<file path="src/rtl/gpio_arbiter.sv">
// gpio_arbiter: two-master round-robin arbiter/sequencer for the GPIO port.
// Optional GPIO_ARB_LOCK_EN enables locked back-to-back access chains.
module gpio_arbiter #(
  parameter int DATA_W   = 32,
  parameter int LOCK_MAX = 4
) (
  input  logic              clk,
  input  logic              rst,
  input  logic              m0_req,
  input  logic              m0_we,
  input  logic [DATA_W-1:0] m0_wdata,
  input  logic              m0_lock,
  output logic              m0_gnt,
  output logic              m0_rvalid,
  output logic [DATA_W-1:0] m0_rdata,
  input  logic              m1_req,
  input  logic              m1_we,
  input  logic [DATA_W-1:0] m1_wdata,
  input  logic              m1_lock,
  output logic              m1_gnt,
  output logic              m1_rvalid,
  output logic [DATA_W-1:0] m1_rdata,
  output logic              gpio_we,
  output logic [DATA_W-1:0] gpio_wdata,
  input  logic [DATA_W-1:0] gpio_rdata,
  output logic              busy
);

  localparam logic [1:0] IDLE   = 2'd0;
  localparam logic [1:0] ACCESS = 2'd1;
  localparam logic [1:0] RESP   = 2'd2;

  logic [1:0]        state;
  logic              sel;
  logic              last;
  logic              win;
  logic              win_we;
  logic [DATA_W-1:0] win_wdata;
  logic              sel_we;
  logic [DATA_W-1:0] sel_wdata;
  logic              lock_go;

  // On a tie the master that was not served last wins.
  always_comb begin
    win = 1'b0;
    if (m0_req && m1_req) win = ~last;
    else                  win = m1_req;
  end

  assign win_we    = win ? m1_we : m0_we;
  assign win_wdata = win ? m1_wdata : m0_wdata;
  assign sel_we    = sel ? m1_we : m0_we;
  assign sel_wdata = sel ? m1_wdata : m0_wdata;

`ifdef GPIO_ARB_LOCK_EN
  localparam int CW = $clog2(LOCK_MAX + 1);

  logic [CW-1:0] cnt;

  assign lock_go = (state == RESP)
                && (sel ? (m1_lock && m1_req)
                        : (m0_lock && m0_req))
                && (cnt < CW'(LOCK_MAX));

  always_ff @(posedge clk) begin
    if (rst) begin
      cnt <= '0;
    end else if (state == IDLE) begin
      cnt <= '0;
    end else if (state == ACCESS) begin
      cnt <= cnt + 1'b1;
    end
  end
`else
  logic unused_lock;

  assign unused_lock = m0_lock ^ m1_lock;
  assign lock_go     = 1'b0;
`endif

  always_ff @(posedge clk) begin
    if (rst) begin
      state      <= IDLE;
      sel        <= 1'b0;
      last       <= 1'b1;
      m0_gnt     <= 1'b0;
      m1_gnt     <= 1'b0;
      m0_rvalid  <= 1'b0;
      m1_rvalid  <= 1'b0;
      m0_rdata   <= '0;
      m1_rdata   <= '0;
      gpio_we    <= 1'b0;
      gpio_wdata <= '0;
      busy       <= 1'b0;
    end else begin
      case (state)
        IDLE: begin
          if (m0_req || m1_req) begin
            state      <= ACCESS;
            busy       <= 1'b1;
            sel        <= win;
            m0_gnt     <= ~win;
            m1_gnt     <= win;
            gpio_we    <= win_we;
            gpio_wdata <= win_wdata;
          end
        end
        ACCESS: begin
          state   <= RESP;
          m0_gnt  <= 1'b0;
          m1_gnt  <= 1'b0;
          gpio_we <= 1'b0;
          last    <= sel;
          if (sel) begin
            m1_rvalid <= 1'b1;
            m1_rdata  <= gpio_rdata;
          end else begin
            m0_rvalid <= 1'b1;
            m0_rdata  <= gpio_rdata;
          end
        end
        RESP: begin
          m0_rvalid <= 1'b0;
          m1_rvalid <= 1'b0;
          if (lock_go) begin
            state      <= ACCESS;
            m0_gnt     <= ~sel;
            m1_gnt     <= sel;
            gpio_we    <= sel_we;
            gpio_wdata <= sel_wdata;
          end else begin
            state <= IDLE;
            busy  <= 1'b0;
          end
        end
        default: begin
          state <= IDLE;
          busy  <= 1'b0;
        end
      endcase
    end
  end

endmodule
</file>
<file path="config.mk">
export PLATFORM = sky130hd
export DESIGN_NAME = gpio_arbiter
export DESIGN_NICKNAME = d
export VERILOG_FILES = /design/src/rtl/gpio_arbiter.sv
export SDC_FILE = /design/constraint.sdc
export NUM_CORES = 1
export LEC_CHECK = 0
export BUFFER_PORTS_ARGS = -buffer_cell sky130_fd_sc_hd__buf_4
export CORE_MARGIN = 2
export CORE_UTILIZATION = 35
export DETAILED_ROUTE_END_ITERATION = 16
export GPL_TIMING_DRIVEN = 0
export PLACE_DENSITY = 0.74
export SYNTH_ARGS = -nofsm -noshare
export SYNTH_HDL_FRONTEND = slang
export SYNTH_SLANG_ARGS = --single-unit
</file>
<file path="constraint.sdc">
create_clock -name clk -period 1.4 [get_ports clk]
set_clock_uncertainty 0.05 [all_clocks]
set_input_delay 0.35 -clock clk [delete_from_list [all_inputs] [get_ports clk]]
set_output_delay 0.35 -clock clk [all_outputs]
set_load 0.05 [all_outputs]
</file>
======== Yosys cells after proc, flatten, opt, wreduce, memory -nomap -nowiden ========
Index checks and enable logic that the tools add are counted.
operators by class
  add/sub/neg operators ................... 0
  $mul .................................... 0
  div/mod/pow operators ................... 0
  magnitude comparators ................... 0
  equality and inequality tests ........... 5
  shift-type cells ........................ 0
  mux-type cells .......................... 17
  bitwise logic cells ..................... 4
  reductions and logical operators ........ 12
operators with widths
  cell                  count
  $mux W32              1
  $reduce_and A2 Y1     7
  $pmux W1 S2           6
  $mux W1               8
  $ne A2 B2 Y1 const B  3
  $not A1 Y1            4
  $pmux W2 S2           1
  $reduce_bool A2 Y1    2
  $eq A2 B1 Y1 const B  1
  $eq A2 B2 Y1 const B  1
  $logic_not A2 Y1      1
  $mux W2               1
  $logic_and A1 B1 Y1   1
  $logic_or A1 B1 Y1    1
word-level totals
  flip-flop bits (word level) ............. 106
  latch bits .............................. 0
  RAM bits ................................ 0
  bits in read-only memories .............. 0
  input bits .............................. 104
  logic and storage cells ................. 50
  memories ................................ 0

======== Longest topological paths before layout ========
Gate-level depths: netlist of run 1.
  depth in word-level cells ............... 5
  gate-level depth with buffers ........... 6

======== Worst setup path after synthesis of run 1 ========
Ideal clock, no wire load.
  kind .................................... reg-to-reg
  from .................................... reg state[0]
  to ...................................... reg m0_rdata[31]
  arrival ................................. 1.134 ns
  required time ........................... 1.222 ns
  setup slack ............................. 0.088 ns
  stages on the path, launching flop included .. 7
  path through ............................ dfxtp_1 buf_4 nor3b_2 buf_4 buf_12 mux2i_1 nor2_1
between the ends
  longest elaborated chain between the ends .. 2
RTL lines
  what                                line  source
  start, declared                     33    logic [1:0] state;
  start signal, assigned              83    state <= IDLE;
  start signal, assigned              99    state <= ACCESS;
  start signal, assigned              109   state <= RESP;
  $eq A2 B1 Y1                        96    case (state)
  $reduce_and A2 Y1 (no source line)  --
  end signal, assigned                119   m0_rdata <= gpio_rdata;
  end, declared                       15    output logic [DATA_W-1:0] m0_rdata,
Every way passes these cells.
A chain may end at the register's enable or synchronous reset.

======== Final worst setup path of run 1 ========
  from .................................... reg state[1]
  to ...................................... reg gpio_wdata[8]
between the ends
  longest elaborated chain between the ends .. 2
RTL lines
  what                                line  source
  $logic_not A2 Y1                    96
  $reduce_and A2 Y1 (no source line)  --
  end signal, assigned                105   gpio_wdata <= win_wdata;
  end signal, assigned                130   gpio_wdata <= sel_wdata;
  end, declared                       24    output logic [DATA_W-1:0] gpio_wdata,
Every way passes these cells.

==> flow_summary.html, run 1 <==
<table>
<tr><th>Metric</th><th>Value</th></tr>
<tr><th colspan="2">Critical path</th></tr>
<tr><td>Cell family with the largest share of critical-path delay</td><td>buffers and inverters</td></tr>
<tr><td>Source of the worst register-to-register timing path</td><td>state[1]</td></tr>
<tr><td>Arrival time reported for the critical path endpoint</td><td>1.56 ns</td></tr>
<tr><td>Worst Setup Start Kind</td><td>register</td></tr>
<tr><td>Cell repeated most along the worst path</td><td>sky130_fd_sc_hd__buf_6</td></tr>
<tr><td>Path type of the worst setup path</td><td>reg -&gt; reg</td></tr>
<tr><td>CP peak stage delay</td><td>0.31 ns</td></tr>
<tr><td>Buf+Inv Stages, Crit Path</td><td>3</td></tr>
<tr><td>Required time reported for the critical path endpoint</td><td>1.55 ns</td></tr>
<tr><td>Critical Path End Type</td><td>register</td></tr>
<tr><td>Worst-path fanout max</td><td>10</td></tr>
<tr><td>Worst R2R Setup Slack</td><td>-0.01 ns</td></tr>
<tr><td>Series of cell instances along the critical path</td><td>buf_6 &gt; or2_1 &gt; buf_6 &gt; buf_12 &gt; o21ai_1 &gt; a31oi_1</td></tr>
<tr><td>Worst setup path startpoint</td><td>state[1]</td></tr>
<tr><td>CP max-delay cell</td><td>sky130_fd_sc_hd__dfxtp_1</td></tr>
<tr><th colspan="2">Die</th></tr>
<tr><td>Core area</td><td>11,960 um2</td></tr>
<tr><td>Area enclosed by the die boundary</td><td>13,100 um2</td></tr>
<tr><td>Total I/O pin count</td><td>206</td></tr>
<tr><td>Initial cell density of the core</td><td>35.69%</td></tr>
<tr><td>Die outline width</td><td>114.4 um</td></tr>
<tr><td>Height of the die</td><td>114.4 um</td></tr>
<tr><td>Std-Cell Rows</td><td>40</td></tr>
<tr><th colspan="2">Placement</th></tr>
<tr><td>Half-perimeter wire length of the detailed placement result</td><td>10,110 um</td></tr>
<tr><td>GP Congestion</td><td>0.8944</td></tr>
<tr><td>Placed Instance Area</td><td>5962 um2</td></tr>
<tr><td>Number of buffers inserted by port buffering</td><td>201</td></tr>
<tr><td>DP Worst Slack</td><td>-0.2224 ns</td></tr>
<tr><th colspan="2">Logic synthesis</th></tr>
<tr><td>Number of instances in the synthesized netlist</td><td>478</td></tr>
<tr><td>Number of distinct library cells after synthesis</td><td>32</td></tr>
<tr><td>Most area-consuming cells after synthesis</td><td>sky130_fd_sc_hd__dfxtp_1, sky130_fd_sc_hd__mux2i_1, sky130_fd_sc_hd__nand2_1, sky130_fd_sc_hd__a21oi_1, sky130_fd_sc_hd__a31oi_1</td></tr>
<tr><td>Avg Cell Area, Syn</td><td>8.931 um2</td></tr>
<tr><td>Commonest register cell after synthesis</td><td>sky130_fd_sc_hd__dfxtp_1</td></tr>
<tr><td>Number of enable flip-flop cells after synthesis</td><td>0</td></tr>
<tr><td>Biggest area consumer among synthesized cells</td><td>sky130_fd_sc_hd__dfxtp_1</td></tr>
<tr><td>Post-synth top area share</td><td>49.71%</td></tr>
<tr><td>Total of warnings raised by yosys</td><td>0</td></tr>
<tr><td>Flip-flop and latch count after synthesis</td><td>106</td></tr>
<tr><td>Share of synthesized area occupied by flip-flops and latches</td><td>49.71%</td></tr>
<tr><td>Net Count, Synth</td><td>582</td></tr>
<tr><td>Ys async rst share</td><td>0%</td></tr>
<tr><td>Cell area after synthesis</td><td>4269 um2</td></tr>
<tr><th colspan="2">Flow run</th></tr>
<tr><td>Max Cap Viol</td><td>0</td></tr>
<tr><th colspan="2">Layout</th></tr>
<tr><td>Multi-input logic area</td><td>1911 um2</td></tr>
<tr><td>Post-route cell area</td><td>6561 um2</td></tr>
<tr><td>Area delta synth-&gt;final</td><td>53.69%</td></tr>
<tr><td>Fill cell instance count of the final layout</td><td>1,091</td></tr>
<tr><td>Final antenna diode count</td><td>0</td></tr>
<tr><td>Fraction of layout instances using a drive strength above 1</td><td>42.15%</td></tr>
<tr><td>Total area of sequential cells</td><td>2123 um2</td></tr>
<tr><td>Number of nets at the end of the flow</td><td>806</td></tr>
<tr><th colspan="2">Timing</th></tr>
<tr><td>Final clock period utilization by the worst path</td><td>100.7%</td></tr>
<tr><td>Max Freq</td><td>0.7090 GHz</td></tr>
<tr><td>Actual slew at the worst max-slew pin</td><td>0.6981 ns</td></tr>
<tr><td>Setup violations, final</td><td>3</td></tr>
<tr><td>Final setup slack of the worst path</td><td>-0.01039 ns</td></tr>
<tr><td>Setup repair after global routing missed its margin</td><td>true</td></tr>
<tr><td>Slew margin rel.</td><td>53.46%</td></tr>
<tr><td>Minimum period implied by the final worst setup slack</td><td>1.410 ns</td></tr>
<tr><td>Setup total negative slack</td><td>-0.02049 ns</td></tr>
<tr><td>Number of pins with negative max-slew slack in the final report</td><td>0</td></tr>
<tr><td>Final hold vios</td><td>0</td></tr>
<tr><th colspan="2">Clock tree</th></tr>
<tr><td>Clock Path Buffers</td><td>2</td></tr>
<tr><td>TritonCTS Sinks</td><td>106</td></tr>
<tr><td>Source-to-sink clock delay at the later pin of the worst-skew pair</td><td>0.33 ns</td></tr>
<tr><td>Clk slew on worst S/H paths</td><td>0.08 ns</td></tr>
<tr><td>Quantity of hold-fixing buffers added after cts</td><td>0</td></tr>
<tr><td>CTS tree</td><td>built</td></tr>
<tr><td>Clk Tree Root Cell</td><td>sky130_fd_sc_hd__clkbuf_16</td></tr>
<tr><td>Num CTS Buffers</td><td>9</td></tr>
<tr><td>H-tree depth</td><td>3</td></tr>
<tr><th colspan="2">Detailed routing</th></tr>
<tr><td>Vias after detailed routing</td><td>4,392</td></tr>
<tr><td>Post-DRT Antenna Nets</td><td>0</td></tr>
<tr><td>Total Wirelength</td><td>13,730 um</td></tr>
<tr><td>Via density</td><td>5.143</td></tr>
<tr><td>Number of design rule violations left after detail routing</td><td>0</td></tr>
<tr><td>Drt first pass iters</td><td>5</td></tr>
<tr><td>Average wire length per cell after detail routing</td><td>16.08 um</td></tr>
<tr><td>Initial detailed-routing violation count</td><td>334</td></tr>
<tr><th colspan="2">Power and ir drop</th></tr>
<tr><td>Largest vdd supply drop</td><td>0.6099 mV</td></tr>
<tr><td>PwrDens</td><td>1209 nW/um2</td></tr>
<tr><td>Standby leakage power</td><td>0.002772 uW</td></tr>
<tr><th colspan="2">Worst hold path</th></tr>
<tr><td>Hold WC Path Type</td><td>in -&gt; reg</td></tr>
<tr><td>Critical hold path startpoint</td><td>gpio_rdata[15]</td></tr>
<tr><th colspan="2">Global routing</th></tr>
<tr><td>Aggregate global-route resource usage</td><td>19.42%</td></tr>
<tr><td>Initial antenna violation count</td><td>0</td></tr>
<tr><td>Via count of the first global-routing pass</td><td>4,191</td></tr>
<tr><td>Maximum number of pins on one net before global-route repair</td><td>21</td></tr>
<tr><td>GRT overflow</td><td>0</td></tr>
<tr><td>Global-route wire length before repair</td><td>20,620 um</td></tr>
<tr><th colspan="2">Status</th></tr>
<tr><td>Failing checks</td><td>setup timing</td></tr>
<tr><td>Status</td><td>complete, but fails checks</td></tr>
</table>
## timing repair
| item | 4_1_cts | 5_1_grt |
|---|---|---|
| pin swaps | 0 | 17 |
| setup buffers | 2 | 7 |
| endpoints found under the setup margin | 58 | 85 |
| gates resized for setup | 16 | 62 |
| cloned | 0 | 3 |
## logic make-up after synthesis
kind of cell,count (synthesis),share of synthesized area [%]
buffers and inverters,49,7.796
AOI/OAI and AO/OA,110,14.80
and+or+nand+nor,179,19.72
muxes,34,7.972
DFF,106,49.71
## cell usage in the layout, fill, tap and decap left out, types with 2 or more instances in the layout
cell type                   instances
sky130_fd_sc_hd__mux2i_1           33
sky130_fd_sc_hd__a211oi_2           2
sky130_fd_sc_hd__a31oi_1           31
sky130_fd_sc_hd__buf_8              3
sky130_fd_sc_hd__o21ai_1            5
sky130_fd_sc_hd__clkbuf_4           4
sky130_fd_sc_hd__nand2_1           66
sky130_fd_sc_hd__nand2b_1           2
sky130_fd_sc_hd__nand4_1           31
sky130_fd_sc_hd__clkbuf_2           2
sky130_fd_sc_hd__nor2_4             2
sky130_fd_sc_hd__buf_4            215
sky130_fd_sc_hd__buf_1              2
sky130_fd_sc_hd__buf_12             5
sky130_fd_sc_hd__dfxtp_1          105
sky130_fd_sc_hd__buf_2              7
sky130_fd_sc_hd__buf_6             10
sky130_fd_sc_hd__o21ai_0            6
sky130_fd_sc_hd__nor2_1            37
sky130_fd_sc_hd__a21oi_1           40
sky130_fd_sc_hd__o21ai_2           22
sky130_fd_sc_hd__clkbuf_1          12
sky130_fd_sc_hd__nand3_1           32
sky130_fd_sc_hd__clkinv_4           3
sky130_fd_sc_hd__inv_8              3
sky130_fd_sc_hd__clkbuf_16         11
## worst min-delay path, cell delays in order
cell	delay [ns]
sky130_fd_sc_hd__buf_4	0.09
sky130_fd_sc_hd__mux2i_1	0.06
sky130_fd_sc_hd__nor2_1	0.07
## power breakdown
group | internal, uW | switching (uW) | leakage [uW]
Combinational | 844 | 1280 | 0.00176
Clock | 1260 | 1220 | 0.000146
Sequential | 3200 | 119 | 0.000866
## flip-flops by register name (all words and copies together) (netlist names)
register,count
m1_rdata,32
gpio_wdata,32
busy,1
state,2
m1_rvalid,1
last,1
gpio_we,1
m0_rvalid,1
m1_gnt,1
m0_rdata,32
m0_gnt,1
sel,1
## layout make-up
type                    count  share of cell area [%]
plain buffers              49                   6.312
flip-flops and latches    106                   32.36
well taps                 147                   2.803
clock buffers               9                   3.432
repair buffers            213                   24.92
clock inverters             7                   1.049
multi-input cells         323                   29.12
## per-stage QoR
stage	std cells	total power, uW	hold WS [ns]	utilization (%)
final	854	7929	0.2089	54.85
after global routing	854	8245	0.1986	54.85
after CTS	844	7827	0.1986	52.58
after detailed placement	826	5319	0.4009	49.84
after global placement	826	5287	0.3936	49.84
after floorplan	478	4617	0.4360	-
## synthesized netlist by cell type, types with 2 or more instances
cell / instances
sky130_fd_sc_hd__mux2i_1: 34
sky130_fd_sc_hd__nor2_1: 37
sky130_fd_sc_hd__buf_2: 14
sky130_fd_sc_hd__buf_4: 6
sky130_fd_sc_hd__a31oi_1: 31
sky130_fd_sc_hd__buf_12: 3
sky130_fd_sc_hd__clkbuf_1: 16
sky130_fd_sc_hd__nand2b_1: 2
sky130_fd_sc_hd__nor2_4: 2
sky130_fd_sc_hd__dfxtp_1: 106
sky130_fd_sc_hd__o21ai_0: 24
sky130_fd_sc_hd__a21oi_1: 40
sky130_fd_sc_hd__nand2_1: 66
sky130_fd_sc_hd__nand3_1: 32
sky130_fd_sc_hd__buf_1: 2
sky130_fd_sc_hd__buf_6: 8
sky130_fd_sc_hd__a211oi_2: 2
sky130_fd_sc_hd__nand4_1: 31
sky130_fd_sc_hd__o21ai_1: 9
## layer usage
metal / vias to the layer above / track usage [%] / wire [um]
met1: 2049 / 23.59 / 5648
met5: - / 0 / 0
met3: 20 / 5.135 / 1125
met2: 189 / 33.37 / 6681
met4: 0 / 6.341 / 274
li1: 2134 / - / -
## path summary, 6_finish.rpt
path / to / cells after the start
hold / removal: m0_rdata[15] / 3
setup reg to reg: gpio_wdata[8] / 6
setup / recovery: gpio_wdata[8] / 6
hold reg to reg: m1_rdata[4] / 2
Note: power is estimated with default switching activity, not from simulation.
==> run 2, diff against run 1 <==
--- a/config.mk
+++ b/config.mk
@@ -11,6 +11,8 @@
 export DETAILED_ROUTE_END_ITERATION = 16
 export GPL_TIMING_DRIVEN = 0
 export PLACE_DENSITY = 0.74
+export RECOVER_POWER = 100
+export SETUP_SLACK_MARGIN = 0.2
 export SYNTH_ARGS = -nofsm -noshare
 export SYNTH_HDL_FRONTEND = slang
 export SYNTH_SLANG_ARGS = --single-unit
==> run 2 against run 1 <==
Against the previous run:
- global-route usage grew 4.6 points
- highest routed layer unchanged
- final cell count grew 7.7%
- count of clock-buffer cells in the layout grew 3
- largest cell class is now non-clock buffers
- critical endpoint is now m0_rdata[19]
- register-to-register slack lost 0.11 ns
- worst hold slack lost 0.018 ns
- routed wire length grew 35%
- design area grew 34%
- maximum frequency shrank 7.5%
- critical path depth is the same
- the run still ends with setup timing left
- die area is the same
- clock power grew 15%
==> flow_summary.html, run 2 (synthesis gave the netlist of run 1 again) <==
<table>
<tr><th>Metric</th><th>Value</th></tr>
<tr><th colspan="2">Layout</th></tr>
<tr><td>Post-route cell area</td><td>8783 um2 (was 6561 um2)</td></tr>
<tr><td>Commonest cells after routing, fill and taps aside</td><td>sky130_fd_sc_hd__buf_4, sky130_fd_sc_hd__buf_8, sky130_fd_sc_hd__dfxtp_2, sky130_fd_sc_hd__nor2_1, sky130_fd_sc_hd__a21oi_2 (was sky130_fd_sc_hd__buf_4, sky130_fd_sc_hd__dfxtp_1, sky130_fd_sc_hd__nand2_1, sky130_fd_sc_hd__a21oi_1, sky130_fd_sc_hd__nor2_1)</td></tr>
<tr><td>Fill cell instance count of the final layout</td><td>746 (was 1,091)</td></tr>
<tr><td>Number of nets at the end of the flow</td><td>872 (was 806)</td></tr>
<tr><td>Area delta synth-&gt;final</td><td>105.7% (was 53.69%)</td></tr>
<tr><td>Largest registers ranked by flip-flop count</td><td>gpio_wdata: 32 flops, m0_rdata: 32 flops, m1_rdata: 32 flops (unchanged)</td></tr>
<tr><td>Fraction of layout instances using a drive strength above 1</td><td>72.57% (was 42.15%)</td></tr>
<tr><td>Count of non-filler cells in the finished layout</td><td>920 (was 854)</td></tr>
<tr><td>Most common cell after layout, fill and taps aside</td><td>sky130_fd_sc_hd__buf_4 (unchanged)</td></tr>
<tr><td>Final antenna diode count</td><td>0 (unchanged)</td></tr>
<tr><th colspan="2">Placement</th></tr>
<tr><td>Half-perimeter wire length of the detailed placement result</td><td>10,160 um (was 10,110 um)</td></tr>
<tr><td>Number of buffers inserted by port buffering</td><td>201 (unchanged)</td></tr>
<tr><td>Placed Instance Area</td><td>5988 um2 (was 5962 um2)</td></tr>
<tr><td>Placed instance count</td><td>826 (unchanged)</td></tr>
<tr><td>GP Congestion</td><td>0.8733 (was 0.8944)</td></tr>
<tr><th colspan="2">Critical path</th></tr>
<tr><td>Critical Path End Type</td><td>register (unchanged)</td></tr>
<tr><td>Worst R2R Setup Slack</td><td>-0.12 ns (was -0.01 ns)</td></tr>
<tr><td>Worst-path fanout max</td><td>10 (unchanged)</td></tr>
<tr><td>CP peak stage delay</td><td>0.33 ns (was 0.31 ns)</td></tr>
<tr><td>Cell repeated most along the worst path</td><td>sky130_fd_sc_hd__buf_6 (unchanged)</td></tr>
<tr><td>Series of cell instances along the critical path</td><td>buf_6 &gt; nor3b_4 &gt; buf_6 &gt; buf_12 &gt; mux2i_1 &gt; nor2_1 (was buf_6 &gt; or2_1 &gt; buf_6 &gt; buf_12 &gt; o21ai_1 &gt; a31oi_1)</td></tr>
<tr><td>Required time reported for the critical path endpoint</td><td>1.56 ns (was 1.55 ns)</td></tr>
<tr><td>Path type of the worst setup path</td><td>reg -&gt; reg (unchanged)</td></tr>
<tr><td>Arrival time reported for the critical path endpoint</td><td>1.69 ns (was 1.56 ns)</td></tr>
<tr><td>CP max-delay cell</td><td>sky130_fd_sc_hd__dfxtp_2 (was sky130_fd_sc_hd__dfxtp_1)</td></tr>
<tr><td>Worst Setup Start Kind</td><td>register (unchanged)</td></tr>
<tr><th colspan="2">Die</th></tr>
<tr><td>Std-Cell Rows</td><td>40 (unchanged)</td></tr>
<tr><td>Total I/O pin count</td><td>206 (unchanged)</td></tr>
<tr><td>Area enclosed by the die boundary</td><td>13,100 um2 (unchanged)</td></tr>
<tr><td>Core area</td><td>11,960 um2 (unchanged)</td></tr>
<tr><td>Height of the die</td><td>114.4 um (unchanged)</td></tr>
<tr><td>Die outline width</td><td>114.4 um (unchanged)</td></tr>
<tr><td>Initial cell density of the core</td><td>35.69% (unchanged)</td></tr>
<tr><th colspan="2">Timing</th></tr>
<tr><td>Final clock period utilization by the worst path</td><td>108.9% (was 100.7%)</td></tr>
<tr><td>Actual slew at the worst max-slew pin</td><td>0.8592 ns (was 0.6981 ns)</td></tr>
<tr><td>Min Hold Slack</td><td>0.1914 ns (was 0.2089 ns)</td></tr>
<tr><td>Slew margin rel.</td><td>42.72% (was 53.46%)</td></tr>
<tr><td>Max Freq</td><td>0.6560 GHz (was 0.7090 GHz)</td></tr>
<tr><td>Setup violations, final</td><td>30 (was 3)</td></tr>
<tr><td>Final setup slack of the worst path</td><td>-0.1244 ns (was -0.01039 ns)</td></tr>
<tr><td>Number of pins with negative max-slew slack in the final report</td><td>0 (unchanged)</td></tr>
<tr><td>Final hold vios</td><td>0 (unchanged)</td></tr>
<tr><td>Minimum period implied by the final worst setup slack</td><td>1.524 ns (was 1.410 ns)</td></tr>
<tr><td>Setup total negative slack</td><td>-0.5926 ns (was -0.02049 ns)</td></tr>
<tr><td>Setup repair after global routing missed its margin</td><td>true (unchanged)</td></tr>
<tr><th colspan="2">Detailed routing</th></tr>
<tr><td>Post-DRT Antenna Nets</td><td>0 (unchanged)</td></tr>
<tr><td>Initial detailed-routing violation count</td><td>357 (was 334)</td></tr>
<tr><td>Average wire length per cell after detail routing</td><td>20.12 um (was 16.08 um)</td></tr>
<tr><td>Via density</td><td>5.495 (was 5.143)</td></tr>
<tr><td>Number of design rule violations left after detail routing</td><td>0 (unchanged)</td></tr>
<tr><td>Vias after detailed routing</td><td>5,055 (was 4,392)</td></tr>
<tr><td>Drt first pass iters</td><td>5 (unchanged)</td></tr>
<tr><td>Total Wirelength</td><td>18,510 um (was 13,730 um)</td></tr>
<tr><th colspan="2">Power and ir drop</th></tr>
<tr><td>Total Power</td><td>9193 uW (was 7929 uW)</td></tr>
<tr><td>PwrDens</td><td>1047 nW/um2 (was 1209 nW/um2)</td></tr>
<tr><td>Largest vdd supply drop</td><td>0.6514 mV (was 0.6099 mV)</td></tr>
<tr><td>Standby leakage power</td><td>0.003770 uW (was 0.002772 uW)</td></tr>
<tr><th colspan="2">Global routing</th></tr>
<tr><td>Global-route wire length before repair</td><td>24,660 um (was 20,620 um)</td></tr>
<tr><td>Via count of the first global-routing pass</td><td>4,972 (was 4,191)</td></tr>
<tr><td>Aggregate global-route resource usage</td><td>24.00% (was 19.42%)</td></tr>
<tr><td>GRT overflow</td><td>0 (unchanged)</td></tr>
<tr><td>Initial antenna violation count</td><td>0 (unchanged)</td></tr>
<tr><td>Maximum number of pins on one net before global-route repair</td><td>17 (was 21)</td></tr>
<tr><th colspan="2">Status</th></tr>
<tr><td>Status</td><td>complete, but fails checks (unchanged)</td></tr>
<tr><td>Failing checks</td><td>setup timing (unchanged)</td></tr>
<tr><th colspan="2">Flow run</th></tr>
<tr><td>Max Cap Viol</td><td>0 (unchanged)</td></tr>
<tr><th colspan="2">Clock tree</th></tr>
<tr><td>Source-to-sink clock delay at the later pin of the worst-skew pair</td><td>0.35 ns (was 0.33 ns)</td></tr>
<tr><td>Quantity of hold-fixing buffers added after cts</td><td>0 (unchanged)</td></tr>
<tr><td>Clock Path Buffers</td><td>2 (unchanged)</td></tr>
<tr><td>CTS tree</td><td>built (unchanged)</td></tr>
<tr><td>TritonCTS Sinks</td><td>106 (unchanged)</td></tr>
<tr><td>Clk slew on worst S/H paths</td><td>0.07 ns (was 0.08 ns)</td></tr>
<tr><td>H-tree depth</td><td>3 (unchanged)</td></tr>
<tr><td>Clk Tree Root Cell</td><td>sky130_fd_sc_hd__clkbuf_16 (unchanged)</td></tr>
<tr><td>Num CTS Buffers</td><td>9 (unchanged)</td></tr>
<tr><th colspan="2">Worst hold path</th></tr>
<tr><td>Hold WC Path Type</td><td>in -&gt; reg (unchanged)</td></tr>
</table>
-- run 2: cell count changes in the layout (fill, tap and decap cells not counted), sizes merged --
cell / before / now
buf: 242 / 305
clkbuf: 29 / 35
inv: 4 / 0
bufinv: 0 / 2
clkinv: 3 / 2
-- run 2: critical path: cells and delay by family, from the launching register on --
family	cells	cell delay [ns]
DFF	1	0.33
muxes	1	0.28
buffers and inverters	3	0.46
and+or+nand+nor	2	0.27
-- run 2: timing repair --
action                     4_1_cts  5_1_grt
setup endpoints to repair      204      208
buffers inserted                37       27
resized for setup              368      172
pin swaps                       32       80
gates cloned                     7        7
-- run 2: per-stage QoR --
stage | utilization [%] | setup WS [ns]
2_1_floorplan | - | 0.1116
3_3_place_gp | 50.06 | -0.1588
3_5_place_dp | 50.06 | -0.2325
4_1_cts | 64.84 | 0.01125
5_1_grt | 73.43 | -0.1615
6_report | 73.43 | -0.1244
-- run 2: area by class of cell --
cell class	count	area [um2]	share of cell area (%)
clock inverters	4	73.82	0.8405
repair buffers	279	3075	35.01
multi-input cells	323	2412	27.46
well taps	147	183.9	2.094
flip-flops and latches	106	2263	25.77
clock buffers	12	256.5	2.920
plain buffers	49	518.0	5.897
-- run 2: worst paths after layout --
kind                       start           end  cells past startpoint
setup / recovery        state[1]  m0_rdata[19]                      6
hold / removal    gpio_rdata[31]  m1_rdata[31]                      3
setup reg to reg        state[1]  m0_rdata[19]                      6
hold reg to reg     m1_rdata[20]  m1_rdata[20]                      2
-- run 2: report_power, final --
group          internal (uW)  switching [uW]  leakage, uW
registers               3240             184     0.000911
clock network           1670            1170     0.000163
logic                   1400            1530      0.00270
total                   6310            2880      0.00377
-- run 2: metal layers --
layer  vias up  GRT usage (%)  part of all wire [%]
met5         -              0                     0
met4         0          10.89                   3.4
met3        53          6.882                   7.7
met2       266          42.05                    53
met1      2458          26.91                    36
li1       2278              -                     -
==> run 3, diff against run 2 <==
==> constraint.sdc (replaced) <==
create_clock -name clk -period 1.36 [get_ports clk]
set_clock_uncertainty 0.05 [all_clocks]
set_input_delay 0.34 -clock clk [delete_from_list [all_inputs] [get_ports clk]]
set_output_delay 0.34 -clock clk [all_outputs]
set_load 0.05 [all_outputs]
==> run 3 against run 2 <==
Against the previous run:
- the run still ends with setup timing left
- design area grew 0.19%
- setup slack gained 0.023 ns
- core utilization grew 0.14 points
- sequential share of layout area is essentially flat
- critical path type unchanged
- critical endpoint is now m0_rdata[31]
==> flow_summary.html, run 3 (synthesis gave the netlist of run 1 again) <==
<table>
<tr><th>Metric</th><th>Value</th></tr>
<tr><th colspan="2">Critical path</th></tr>
<tr><td>CP max-delay cell</td><td>sky130_fd_sc_hd__dfxtp_2 (unchanged)</td></tr>
<tr><td>Path type of the worst setup path</td><td>reg -&gt; reg (unchanged)</td></tr>
<tr><td>Worst R2R Setup Slack</td><td>-0.10 ns (was -0.12 ns)</td></tr>
<tr><td>Cell repeated most along the worst path</td><td>sky130_fd_sc_hd__buf_6 (unchanged)</td></tr>
<tr><td>Depth of the worst register-to-register path</td><td>6 (unchanged)</td></tr>
<tr><td>Source of the worst register-to-register timing path</td><td>state[1] (unchanged)</td></tr>
<tr><td>Critical Path End Type</td><td>register (unchanged)</td></tr>
<tr><td>Series of cell instances along the critical path</td><td>buf_6 &gt; nor3b_4 &gt; buf_6 &gt; buf_12 &gt; mux2i_1 &gt; nor2_1 (unchanged)</td></tr>
<tr><td>Cell family with the largest share of critical-path delay</td><td>buffers and inverters (unchanged)</td></tr>
<tr><td>Buf+Inv Stages, Crit Path</td><td>3 (unchanged)</td></tr>
<tr><td>Worst Setup Start Kind</td><td>register (unchanged)</td></tr>
<tr><td>Worst reg2reg path endpoint</td><td>m0_rdata[31] (was m0_rdata[19])</td></tr>
<tr><td>CP peak stage delay</td><td>0.33 ns (about the same)</td></tr>
<tr><td>Worst-path fanout max</td><td>10 (unchanged)</td></tr>
<tr><td>Required time reported for the critical path endpoint</td><td>1.52 ns (was 1.56 ns)</td></tr>
<tr><td>Arrival time reported for the critical path endpoint</td><td>1.62 ns (was 1.69 ns)</td></tr>
<tr><th colspan="2">Global routing</th></tr>
<tr><td>Via count of the first global-routing pass</td><td>5,021 (was 4,972)</td></tr>
<tr><td>Met1 demand-to-capacity share in global routing</td><td>29.84% (was 26.91%)</td></tr>
<tr><td>Initial antenna violation count</td><td>0 (unchanged)</td></tr>
<tr><td>Most heavily used metal layer in global routing</td><td>met2 (unchanged)</td></tr>
<tr><td>GRT overflow</td><td>0 (unchanged)</td></tr>
<tr><td>Maximum number of pins on one net before global-route repair</td><td>19 (was 17)</td></tr>
<tr><td>Aggregate global-route resource usage</td><td>24.57% (was 24.00%)</td></tr>
<tr><td>Met2 global-route usage</td><td>42.76% (was 42.05%)</td></tr>
<tr><td>GR Layer Usage met3</td><td>3.759% (was 6.882%)</td></tr>
<tr><td>Global-route wire length before repair</td><td>25,650 um (was 24,660 um)</td></tr>
<tr><th colspan="2">Clock tree</th></tr>
<tr><td>Quantity of hold-fixing buffers added after cts</td><td>0 (unchanged)</td></tr>
<tr><td>CTS tree</td><td>built (unchanged)</td></tr>
<tr><td>Source-to-sink clock delay at the later pin of the worst-skew pair</td><td>0.35 ns (about the same)</td></tr>
<tr><td>Clk Tree Root Cell</td><td>sky130_fd_sc_hd__clkbuf_16 (unchanged)</td></tr>
<tr><td>Num CTS Buffers</td><td>9 (unchanged)</td></tr>
<tr><td>TritonCTS Sinks</td><td>106 (unchanged)</td></tr>
<tr><td>Clk slew on worst S/H paths</td><td>0.08 ns (was 0.07 ns)</td></tr>
<tr><td>Clock Path Buffers</td><td>2 (unchanged)</td></tr>
<tr><td>H-tree depth</td><td>3 (unchanged)</td></tr>
<tr><th colspan="2">Die</th></tr>
<tr><td>Std-Cell Rows</td><td>40 (unchanged)</td></tr>
<tr><td>Height of the die</td><td>114.4 um (unchanged)</td></tr>
<tr><td>Total I/O pin count</td><td>206 (unchanged)</td></tr>
<tr><td>Die outline width</td><td>114.4 um (unchanged)</td></tr>
<tr><td>Area enclosed by the die boundary</td><td>13,100 um2 (unchanged)</td></tr>
<tr><td>Initial cell density of the core</td><td>35.69% (unchanged)</td></tr>
<tr><td>Core area</td><td>11,960 um2 (unchanged)</td></tr>
<tr><th colspan="2">Timing</th></tr>
<tr><td>Slew margin rel.</td><td>46.25% (was 42.72%)</td></tr>
<tr><td>Number of pins with negative max-slew slack in the final report</td><td>0 (unchanged)</td></tr>
<tr><td>Final setup slack of the worst path</td><td>-0.1011 ns (was -0.1244 ns)</td></tr>
<tr><td>Setup violations, final</td><td>85 (was 30)</td></tr>
<tr><td>Actual slew at the worst max-slew pin</td><td>0.8063 ns (was 0.8592 ns)</td></tr>
<tr><td>Minimum period implied by the final worst setup slack</td><td>1.461 ns (was 1.524 ns)</td></tr>
<tr><td>Final hold vios</td><td>0 (unchanged)</td></tr>
<tr><td>Max Freq</td><td>0.6844 GHz (was 0.6560 GHz)</td></tr>
<tr><td>Final clock period utilization by the worst path</td><td>107.4% (was 108.9%)</td></tr>
<tr><td>Setup repair after global routing missed its margin</td><td>true (unchanged)</td></tr>
<tr><th colspan="2">Power and ir drop</th></tr>
<tr><td>Standby leakage power</td><td>0.003720 uW (was 0.003770 uW)</td></tr>
<tr><td>PwrDens</td><td>1024 nW/um2 (was 1047 nW/um2)</td></tr>
<tr><td>Largest vdd supply drop</td><td>0.6873 mV (was 0.6514 mV)</td></tr>
<tr><th colspan="2">Placement</th></tr>
<tr><td>Placed instance count</td><td>826 (unchanged)</td></tr>
<tr><td>Half-perimeter wire length of the detailed placement result</td><td>10,290 um (was 10,160 um)</td></tr>
<tr><td>GP Congestion</td><td>0.8562 (was 0.8733)</td></tr>
<tr><td>Number of buffers inserted by port buffering</td><td>201 (unchanged)</td></tr>
<tr><th colspan="2">Layout</th></tr>
<tr><td>Number of nets at the end of the flow</td><td>879 (was 872)</td></tr>
<tr><td>Area delta synth-&gt;final</td><td>106.1% (was 105.7%)</td></tr>
<tr><td>Count of non-filler cells in the finished layout</td><td>927 (was 920)</td></tr>
<tr><td>Fill cell instance count of the final layout</td><td>742 (was 746)</td></tr>
<tr><td>Multi-input logic area</td><td>2406 um2 (was 2412 um2)</td></tr>
<tr><td>Final antenna diode count</td><td>0 (unchanged)</td></tr>
<tr><td>Most common cell after layout, fill and taps aside</td><td>sky130_fd_sc_hd__buf_4 (unchanged)</td></tr>
<tr><td>Commonest cells after routing, fill and taps aside</td><td>sky130_fd_sc_hd__buf_4, sky130_fd_sc_hd__buf_8, sky130_fd_sc_hd__dfxtp_2, sky130_fd_sc_hd__nor2_1, sky130_fd_sc_hd__nand2_4 (was sky130_fd_sc_hd__buf_4, sky130_fd_sc_hd__buf_8, sky130_fd_sc_hd__dfxtp_2, sky130_fd_sc_hd__nor2_1, sky130_fd_sc_hd__a21oi_2)</td></tr>
<tr><td>Largest registers ranked by flip-flop count</td><td>gpio_wdata: 32 flops, m0_rdata: 32 flops, m1_rdata: 32 flops (unchanged)</td></tr>
<tr><td>Layout Utilization</td><td>73.57% (was 73.43%)</td></tr>
<tr><td>Fraction of layout instances using a drive strength above 1</td><td>73.33% (was 72.57%)</td></tr>
<tr><td>Total area of sequential cells</td><td>2267 um2 (was 2263 um2)</td></tr>
<tr><th colspan="2">Detailed routing</th></tr>
<tr><td>Total Wirelength</td><td>18,360 um (was 18,510 um)</td></tr>
<tr><td>Initial detailed-routing violation count</td><td>311 (was 357)</td></tr>
<tr><td>Number of design rule violations left after detail routing</td><td>0 (unchanged)</td></tr>
<tr><td>Drt first pass iters</td><td>5 (unchanged)</td></tr>
<tr><td>Average wire length per cell after detail routing</td><td>19.80 um (was 20.12 um)</td></tr>
<tr><td>Post-DRT Antenna Nets</td><td>0 (unchanged)</td></tr>
<tr><td>Via density</td><td>5.492 (was 5.495)</td></tr>
<tr><td>Vias after detailed routing</td><td>5,091 (was 5,055)</td></tr>
<tr><th colspan="2">Status</th></tr>
<tr><td>Status</td><td>complete, but fails checks (unchanged)</td></tr>
<tr><td>Failing checks</td><td>setup timing (unchanged)</td></tr>
<tr><th colspan="2">Flow run</th></tr>
<tr><td>Max Cap Viol</td><td>0 (unchanged)</td></tr>
<tr><th colspan="2">Worst hold path</th></tr>
<tr><td>Hold Crit Endpoint</td><td>m1_rdata[29] (was m1_rdata[31])</td></tr>
<tr><td>Critical hold path startpoint</td><td>gpio_rdata[29] (was gpio_rdata[31])</td></tr>
<tr><td>Hold WC Path Type</td><td>in -&gt; reg (unchanged)</td></tr>
<tr><td>Number of cells on the worst hold path</td><td>3 (unchanged)</td></tr>
</table>
-- run 3: timing repair --
action                                  in CTS  in global routing
endpoints found under the setup margin     206                208
resized for setup                          392                136
pin swaps                                   23                 87
buffers inserted                            42                 30
cloned                                       9                  4
endpoints found under the hold margin        0                  0
-- run 3: how the worst max path moves through the flow --
stage | start | endpoint | slack (ns) | cells after the start
finish | state[1] | m0_rdata[31] | -0.10 | 6
global route | state[0] | m0_rdata[6] | -0.17 | 6
floorplan | state[0] | m0_rdata[22] | 0.07 | 6
global placement | m1_req | gpio_wdata[29] | -0.18 | 5
CTS | state[1] | m0_rdata[15] | -0.04 | 6
detailed placement | m1_req | gpio_wdata[27] | -0.23 | 5
-- run 3: through the flow --
stage	worst slack [ns]	power [uW]	area, um2	hold WS [ns]	TNS [ns]
2_1_floorplan	0.07163	4790	4323	0.4260	0
3_3_place_gp	-0.1797	5481	6016	0.3945	-6.462
3_5_place_dp	-0.2298	5520	6016	0.3979	-8.675
4_1_cts	-0.03614	8704	7959	0.1791	-1.266
5_1_grt	-0.1683	9316	8800	0.1880	-9.033
6_report	-0.1011	9008	8800	0.1877	-4.232
-- run 3: where the power goes --
| part | switching, uW | total, uW | internal [uW] |
|---|---|---|---|
| combinational | 1550 | 2990 | 1440 |
| clock | 1240 | 2510 | 1260 |
| sequential | 188 | 3510 | 3330 |
-- run 3: worst min-delay path, cell delays in order --
cell and delay [ns]:
sky130_fd_sc_hd__buf_4 0.11, sky130_fd_sc_hd__nand2_1 0.05, sky130_fd_sc_hd__a21oi_1 0.05
-- run 3: cell type report --
| type | count | area share [%] |
|---|---|---|
| timing repair buffer | 286 | 35.89 |
| multi-input combinational | 323 | 27.34 |
| sequential | 106 | 25.76 |
| buffer | 49 | 5.759 |
| clock buffer | 9 | 2.559 |
| tap | 147 | 2.090 |
| clock inverter | 7 | 0.5972 |
-- run 3: metal layers --
layer,vias up,part of all wire [%]
met5,-,0
met4,0,4.3
met3,67,5.6
met2,243,53
met1,2484,37
li1,2297,-
